<file path="config.mk">
export PLATFORM = sky130hd
export DESIGN_NAME = offchip_link_tx
export DESIGN_NICKNAME = d
export VERILOG_FILES = /design/src/rtl/offchip_link_tx.sv
export SDC_FILE = /design/constraint.sdc
export NUM_CORES = 1
export LEC_CHECK = 0
export CORE_MARGIN = 3
export CORE_UTILIZATION = 30
export DETAILED_ROUTE_END_ITERATION = 6
export SYNTH_ARGS = -nofsm -noshare
export SYNTH_HDL_FRONTEND = slang
export SYNTH_SLANG_ARGS = --single-unit
</file>
<file path="constraint.sdc">
create_clock -name clk -period 7 [get_ports clk]
set_clock_uncertainty 0.15 [all_clocks]
set_input_delay 2.1 -clock clk [delete_from_list [all_inputs] [get_ports clk]]
set_output_delay 2.1 -clock clk [all_outputs]
set_load 0.05 [all_outputs]
</file>
<file path="src/rtl/offchip_link_tx.sv">
// ---------------------------------------------------------------------------
// offchip_link_tx
// Transmit end of the off-chip token-credit link. Each 64-bit core word is
// serialised over NUM_CH parallel narrow channels, lowest byte of each
// channel slice first. One credit is consumed per accepted word, and one is
// restored for every level change seen on io_token_in.
//
// Ports
//   clk             clock
//   rst             synchronous, active-high reset
//   core_valid_in   core word valid
//   core_data_in    core word (sampled only when accepted)
//   core_ready_out  word accepted when core_valid_in && core_ready_out
//   io_valid_out    beat valid on all channels (registered)
//   io_data_out     channel c at bits [c*CH_WIDTH +: CH_WIDTH] (registered)
//   io_token_in     toggle token from the receiver; each level change = 1 credit
//   credit_cnt_out  current credit count
//   credit_err_out  sticky: token received while credits were already full
//   io_parity_out   (OFFCHIP_TX_PARITY_EN only) odd parity per channel beat
//
// Build option
//   OFFCHIP_TX_PARITY_EN  adds io_parity_out; undefined builds omit it.
// ---------------------------------------------------------------------------
module offchip_link_tx #(
  parameter int CORE_WIDTH = 64,
  parameter int NUM_CH     = 2,
  parameter int CH_WIDTH   = 8,
  parameter int CREDITS    = 4
) (
  input  logic                           clk,
  input  logic                           rst,
  input  logic                           core_valid_in,
  input  logic [CORE_WIDTH-1:0]          core_data_in,
  output logic                           core_ready_out,
  output logic                           io_valid_out,
  output logic [NUM_CH*CH_WIDTH-1:0]     io_data_out,
  input  logic                           io_token_in,
  output logic [$clog2(CREDITS+1)-1:0]   credit_cnt_out,
  output logic                           credit_err_out
`ifdef OFFCHIP_TX_PARITY_EN
  ,
  output logic [NUM_CH-1:0]              io_parity_out
`endif
);

  localparam int BEATS  = CORE_WIDTH / (NUM_CH * CH_WIDTH);
  localparam int SLICE  = CORE_WIDTH / NUM_CH;
  localparam int BEAT_W = (BEATS > 1) ? $clog2(BEATS) : 1;
  localparam int CNT_W  = $clog2(CREDITS + 1);
  localparam int IO_W   = NUM_CH * CH_WIDTH;

  typedef enum logic {
    IDLE,
    SEND
  } state_t;

  state_t                  state_q, state_d;
  logic [BEAT_W-1:0]       beat_q, beat_d;
  logic [CORE_WIDTH-1:0]   word_q;
  logic [CNT_W-1:0]        credits_q, credits_d;
  logic                    tok_q;
  logic                    err_set;
  logic                    last_beat;
  logic                    accept;
  logic                    tok_edge;
  logic                    load_beat;
  logic                    io_valid_d;
  logic [IO_W-1:0]         io_data_d;
  logic [CORE_WIDTH-1:0]   src_word;

  // Handshake: a new word may be taken when idle or while the final beat of
  // the current word is on the wire, which gives gap-free back-to-back words.
  always_comb begin
    last_beat      = (state_q == SEND) && (beat_q == BEAT_W'(BEATS - 1));
    core_ready_out = (credits_q != '0) && ((state_q == IDLE) || last_beat);
    accept         = core_valid_in && core_ready_out;
    tok_edge       = io_token_in ^ tok_q;
  end

  // Next-state and next-beat selection. On accept the beat 0 slice is taken
  // straight from core_data_in so it reaches the pads one cycle later.
  always_comb begin
    state_d    = state_q;
    beat_d     = beat_q;
    io_valid_d = 1'b0;
    load_beat  = 1'b0;
    if (accept) begin
      state_d    = SEND;
      beat_d     = '0;
      io_valid_d = 1'b1;
      load_beat  = 1'b1;
    end else begin
      case (state_q)
        SEND: begin
          if (last_beat) begin
            state_d = IDLE;
          end else begin
            beat_d     = beat_q + BEAT_W'(1);
            io_valid_d = 1'b1;
            load_beat  = 1'b1;
          end
        end
        default: begin
          state_d = IDLE;
        end
      endcase
    end
  end

  // Channel c carries its own SLICE-wide part of the word, one CH_WIDTH
  // chunk per beat. When no beat is loaded the pads hold their last value.
  always_comb begin
    src_word  = accept ? core_data_in : word_q;
    io_data_d = io_data_out;
    if (load_beat) begin
      for (int c = 0; c < NUM_CH; c++) begin
        io_data_d[c*CH_WIDTH +: CH_WIDTH] =
          src_word[c*SLICE + int'(beat_d)*CH_WIDTH +: CH_WIDTH];
      end
    end
  end

  // Credit bookkeeping. An accept and a token edge together cancel out.
  // A token arriving while full saturates and raises the sticky error.
  always_comb begin
    credits_d = credits_q;
    err_set   = 1'b0;
    if (accept && !tok_edge) begin
      credits_d = credits_q - CNT_W'(1);
    end else if (!accept && tok_edge) begin
      if (credits_q == CNT_W'(CREDITS)) begin
        err_set = 1'b1;
      end else begin
        credits_d = credits_q + CNT_W'(1);
      end
    end
  end

  // State, word, credit and pad registers.
  always_ff @(posedge clk) begin
    if (rst) begin
      state_q        <= IDLE;
      beat_q         <= '0;
      word_q         <= '0;
      credits_q      <= CNT_W'(CREDITS);
      tok_q          <= 1'b0;
      credit_err_out <= 1'b0;
      io_valid_out   <= 1'b0;
      io_data_out    <= '0;
    end else begin
      state_q      <= state_d;
      beat_q       <= beat_d;
      credits_q    <= credits_d;
      tok_q        <= io_token_in;
      io_valid_out <= io_valid_d;
      io_data_out  <= io_data_d;
      if (accept) begin
        word_q <= core_data_in;
      end
      if (err_set) begin
        credit_err_out <= 1'b1;
      end
    end
  end

  assign credit_cnt_out = credits_q;

`ifdef OFFCHIP_TX_PARITY_EN
  logic [NUM_CH-1:0] parity_d;

  // Odd parity of each channel beat, derived from the same next-data value
  // so it stays aligned with io_data_out and holds with it when idle.
  always_comb begin
    parity_d = '0;
    for (int c = 0; c < NUM_CH; c++) begin
      parity_d[c] = ~^io_data_d[c*CH_WIDTH +: CH_WIDTH];
    end
  end

  always_ff @(posedge clk) begin
    if (rst) begin
      io_parity_out <= {NUM_CH{1'b1}};
    end else begin
      io_parity_out <= parity_d;
    end
  end
`endif

endmodule

</file>
Yosys cells after proc, flatten, opt, wreduce, memory -nomap -nowiden. Cells that the tools add are included.

Flip-flop bits (word level): 88. Input port bits: 68. Output and inout bits: 22.

Add/sub/neg operators: 4. Equality and inequality tests: 3. Shift-type cells: 2. Multiplexer cells: 13. Bitwise gates (word level): 2. Reductions and logical operators: 11.

Operators with widths (number): $mux W64 (1); $shiftx A64 B6 Y8 (1); $shiftx A64 B8 Y8 (1); $mux W3 (3); $add A6 B5 Y7 const A (1); $mux W1 (6); $mux W2 (3); $logic_and A1 B1 Y1 (5); $add A3 B1 Y3 const B (1); $eq A3 B3 Y1 const B (1); $reduce_bool A3 Y1 (1); $sub A3 B1 Y3 const B (1); $add A2 B1 Y2 const B (1); $eq A2 B2 Y1 const B (1); $logic_not A1 Y1 (2); $ne A2 B2 Y1 const B (1); $reduce_and A2 Y1 (1); $reduce_bool A2 Y1 (1); $logic_or A1 B1 Y1 (1); $not A1 Y1 (1); $xor A1 B1 Y1 (1).

Longest topological paths before layout.
Depth in word-level cells: 9. Gate-level depth with buffers: 13.

Worst setup path after synthesis. OpenSTA, ideal clock, no wires.

Kind: input port to flip-flop. Start point: in core_valid_in. End point: reg credits_q[2], in the netlist credit_cnt_out[2]. Setup time: 0.117 ns. Arrival time: 3.721 ns. Data required time: 6.733 ns. Slack: 3.012 ns. Stages: 11. Path buffers: 2. Path through: and3_4 > buf_6 > clkbuf_1 > ha_1 > xor2_1 > ha_1 > a21oi_1 > xnor2_1 > nand2_1 > xor2_1 > nand2b_1.

Cells in the longest elaborated chain, start to end: 5.

Ends and longest elaborated chain: from (decl) (RTL line 32) `input logic core_valid_in,`; $logic_and A1 B1 Y1 * (RTL line 76) `accept = core_valid_in && core_ready_out;`; $logic_not A1 Y1 (RTL line 130) `end else if (!accept && tok_edge) begin`; $logic_and A1 B1 Y1 (RTL line 130); $reduce_bool A2 Y1 (no source line); $reduce_and A2 Y1 (no source line); to (signal assigned) (RTL line 145) `credits_q <= CNT_W'(CREDITS);`; to (signal assigned) (RTL line 153) `credits_q <= credits_d;`; to (decl) (RTL line 60) `logic [CNT_W-1:0] credits_q, credits_d;`.

Mark *: on every way between the ends. The rest lies on a longest branch, timed or not. A chain may end at the register's enable or synchronous reset.

Worst setup path after layout.
Start point: reg beat_q[0]. End point: out core_ready_out.

Cells in the longest elaborated chain, start to end: 4.

Ends and longest elaborated chain: from (decl) (RTL line 58) `logic [BEAT_W-1:0] beat_q, beat_d;`; from (signal assigned) (RTL line 152) `beat_q <= beat_d;`; $eq A2 B2 Y1 (RTL line 74) `last_beat = (state_q == SEND) && (beat_q == BEAT_W'(BEATS - 1));`; $logic_and A1 B1 Y1 (RTL line 74); $logic_or A1 B1 Y1 (RTL line 75) `core_ready_out = (credits_q != '0) && ((state_q == IDLE) || last_beat);`; $logic_and A1 B1 Y1 (RTL line 75); to (decl) (RTL line 34) `output logic core_ready_out,`.

Every way passes these cells.

==> results.toml <==
[routing]
drt_iter0_markers = 217
drtPass1Iterations = 5
drt_drc_violations_left = 0
drt-vias-per-instance = 4.56
routed_wl_um = 9470
vias = 3124
ant_nets = 0
route.detailed.wl_per_inst_um = 13.8

[layout]
finalNetCount = 585
post-route-util = 0.414
drive_gt1_frac = 0.0638
n_antenna_cell = 0
areaGrowthSynthToFinish_pct = 34.1

[cts]
cts_buffers = 9
tritoncts = "yes"
max-clock-path-buffers = 2
htreeDepth = 3
cts.root.buffer_cell = "sky130_fd_sc_hd__clkbuf_16"
clkTransAtPathRegs_ps = 60
buffers_inserted_by_post_cts_timing_repair = 0
clock_sink_count = 88
cts_resized = 0
clock_latency_ps = 330
cts.hold.buffers_added = 0

[grt]
overflow = 0
grt_use_total = 0.141
grt_first_pass_wirelength_um = 16000
initial_antenna_violation_count = 0
grt_pass1_vias = 3269
grt_max_degree = 89

[synthesis]
synth_cells = 444
synth.area.mux_share = 0.0906
synthTopCellsByArea = "sky130_fd_sc_hd__dfxtp_1, sky130_fd_sc_hd__nand2_1, sky130_fd_sc_hd__a21oi_1, sky130_fd_sc_hd__mux2i_1, sky130_fd_sc_hd__o22a_1"
synthSimpleGateAreaFrac = 0.186
postSynth.asyncResetShare = 0
synth-edff-count = 0
synthesis.yosys.warnings = 0
synth.yosys.seq_area_share = 0.473
area_fraction_in_compound_gates_after_synthesis = 0.170
postSynthRegisterBits = 88
dominant_combinational_cell_family_by_area_after_synthesis = "simple AND/OR/NAND/NOR gates"
synthDominantCellAreaShare = 0.473
dominantRegCellSynth = "sky130_fd_sc_hd__dfxtp_1"
synth_most_common_cell = "sky130_fd_sc_hd__nand2_1"
post-synth-top-area-cell = "sky130_fd_sc_hd__dfxtp_1"
post_synth_fa_ha_maj_area_fraction = 0.0168
synth_area_um2 = 3730
synth.distinct_cells = 29
syn_avg_cell_area_um2 = 8.39
synthesis.nets = 517
yosys.area_share.xor_xnor = 0.0161
synth.cells.most_frequent = "sky130_fd_sc_hd__nand2_1, sky130_fd_sc_hd__dfxtp_1, sky130_fd_sc_hd__a21oi_1"

[sta]
max-slew-margin-rel = 0.169
final_hold_viol_count = 0
minimum_clock_period_after_layout_ps = 4890
fmax_mhz = 204
period_share = 0.699
fin_hold_ws_ps = 302
setup_slack_ps = 2110
transition_time_at_the_pin_with_the_least_slew_margin_ps = 1240
report.final.slew_viol_count = 0
setup_viol = 0
setup_repair_after_global_routing_missed_its_margin = "no"
fin_tns_setup_ps = 0

[pwr]
net-switching-power_mw = 0.412
switching_share = 0.297
intPower_mw = 0.974
power_frac_seq = 0.414
cellLeakagePower_nw = 1.90
power_density_nw_per_um2 = 277
part_of_the_power_in_combinational_logic = 0.230
total_power_mw = 1.39
power.share.clock = 0.356
max-vdd-ir-drop_v = 0.000121

[placement]
dp.final_hpwl_um = 6380
placement.io_buffers = 89
place_ws_ps = 2190
gpl.final_weighted_congestion = 0.734

[worst_hold_path]
worstHoldStart = "word_q[63]$_SDFF_PP0_"
holdCritPathClass = "flip-flop to flip-flop"
hold_path_depth = 2
min_to = "word_q[63]$_SDFF_PP0_"

[critical_path]
start_kind = "flip-flop"
crit_path_end_kind = "output port"
r2r_slack_ps = 3410
critical_path.max_fanout = 12
worstReg2RegEnd = "credit_cnt_out[2]$_SDFFE_PP1P_"
cp.required_ps = 4750
worstRegToRegCells = 11
timing.setup.critical_path_class = "flip-flop to output port"
r2r-start = "beat_q[0]$_SDFF_PP0_"
critPathArrivalTime_ps = 2640

[die]
core-area_um2 = 12100
die-width_um = 117
ioPinCount = 90
effective_utilization_at_floorplan = 0.309
row_count = 40
die-area_um2 = 13800
die_height_um = 117

[status]
status = "finished, final reports clean"

[job]
max_cap_violations = 0
==> layer usage <==
layer,up-vias,global-route usage,wire (um)
li1,1633,-,-
met1,1400,0.182,4530
met2,78,0.232,4420
met3,13,0.0298,352
met4,0,0.0520,170
met5,-,0,0
==> critical path, cell delays in order (launching register included) <==
cell and delay, ps:
sky130_fd_sc_hd__dfxtp_1 620, sky130_fd_sc_hd__ha_1 220, sky130_fd_sc_hd__nand2b_1 470, sky130_fd_sc_hd__and2_1 210, sky130_fd_sc_hd__clkdlybuf4s50_1 800
==> layout make-up <==
type,instances,area (um^2)
Sequential cell,88,1760
Inverter,4,20.0
Timing Repair Buffer,90,893
Clock buffer,11,253
Clock inverter,5,62.6
Multi-Input combinational cell,319,1800
Fill cell,1222,7060
Tap cell,168,210
==> layout by cell type (no fill, tap or decap) <==
cell type	synthesis	routed
sky130_fd_sc_hd__or2_1	1	1
sky130_fd_sc_hd__and2_1	1	1
sky130_fd_sc_hd__ha_1	5	5
sky130_fd_sc_hd__inv_1	3	3
sky130_fd_sc_hd__clkinvlp_4	0	2
sky130_fd_sc_hd__mux2_2	6	6
sky130_fd_sc_hd__or3_4	1	1
sky130_fd_sc_hd__and3_4	1	1
sky130_fd_sc_hd__clkinv_4	0	1
sky130_fd_sc_hd__dfxtp_1	88	88
sky130_fd_sc_hd__buf_4	3	1
sky130_fd_sc_hd__a311oi_2	4	4
sky130_fd_sc_hd__clkbuf_8	0	2
sky130_fd_sc_hd__o22a_1	16	16
sky130_fd_sc_hd__nor2b_1	1	1
sky130_fd_sc_hd__inv_6	1	2
sky130_fd_sc_hd__clkbuf_16	0	9
sky130_fd_sc_hd__mux2i_1	27	27
sky130_fd_sc_hd__xor2_4	0	1
sky130_fd_sc_hd__nand2b_1	2	2
sky130_fd_sc_hd__clkdlybuf4s50_1	0	88
sky130_fd_sc_hd__nand2_2	1	1
sky130_fd_sc_hd__xor2_1	2	2
sky130_fd_sc_hd__a21oi_1	73	73
sky130_fd_sc_hd__a31oi_1	1	1
sky130_fd_sc_hd__nor3_1	8	8
sky130_fd_sc_hd__a41oi_1	1	1
sky130_fd_sc_hd__buf_2	7	1
sky130_fd_sc_hd__nor2_1	25	25
sky130_fd_sc_hd__bufinv_16	0	1
sky130_fd_sc_hd__xnor2_1	3	3
sky130_fd_sc_hd__a311oi_1	6	6
sky130_fd_sc_hd__nand2_1	133	133
==> logic make-up after synthesis <==
kind of cell	count (synthesis)
flops	88
xor+xnor	6
buf+inv	37
compound gates	101
simple gates	174
fa+ha+maj	5
mux	33
==> worst max path at each step <==
stage / from / endpoint / cells past startpoint
finish: beat_q[0]$_SDFF_PP0_ / core_ready_out / 4
CTS: beat_q[0]$_SDFF_PP0_ / core_ready_out / 4
global route: beat_q[0]$_SDFF_PP0_ / core_ready_out / 4
floorplan: core_valid_in / credit_cnt_out[2]$_SDFFE_PP1P_ / 11
global placement: core_valid_in / io_data_out[13]$_SDFFE_PP0P_ / 6
detailed placement: core_valid_in / credit_cnt_out[2]$_SDFFE_PP1P_ / 10
==> power groups by stage <==
stage	clock, mW	sequential [mW]	combinational (mW)
after floorplan	0	0.631	0.166
after global placement	0	0.584	0.316
after detailed placement	0	0.586	0.320
after CTS	0.505	0.575	0.321
after global routing	0.528	0.579	0.346
final	0.494	0.574	0.318
==> state kept, by name, indices dropped and copies added (netlist names) <==
| signal | flops |
|---|---|
| beat_q | 2 |
| tok_q | 1 |
| io_data_out | 16 |
| word_q | 64 |
| credit_cnt_out | 3 |
| state_q | 1 |
| credit_err_out | 1 |
==> stage by stage <==
step	cell area (um^2)	std cells
2_1_floorplan	3730	444
3_3_place_gp	4680	669
3_5_place_dp	4680	669
4_1_cts	5000	685
5_1_grt	5000	685
6_report	5000	685
Note: power is estimated with default switching activity, not from simulation.
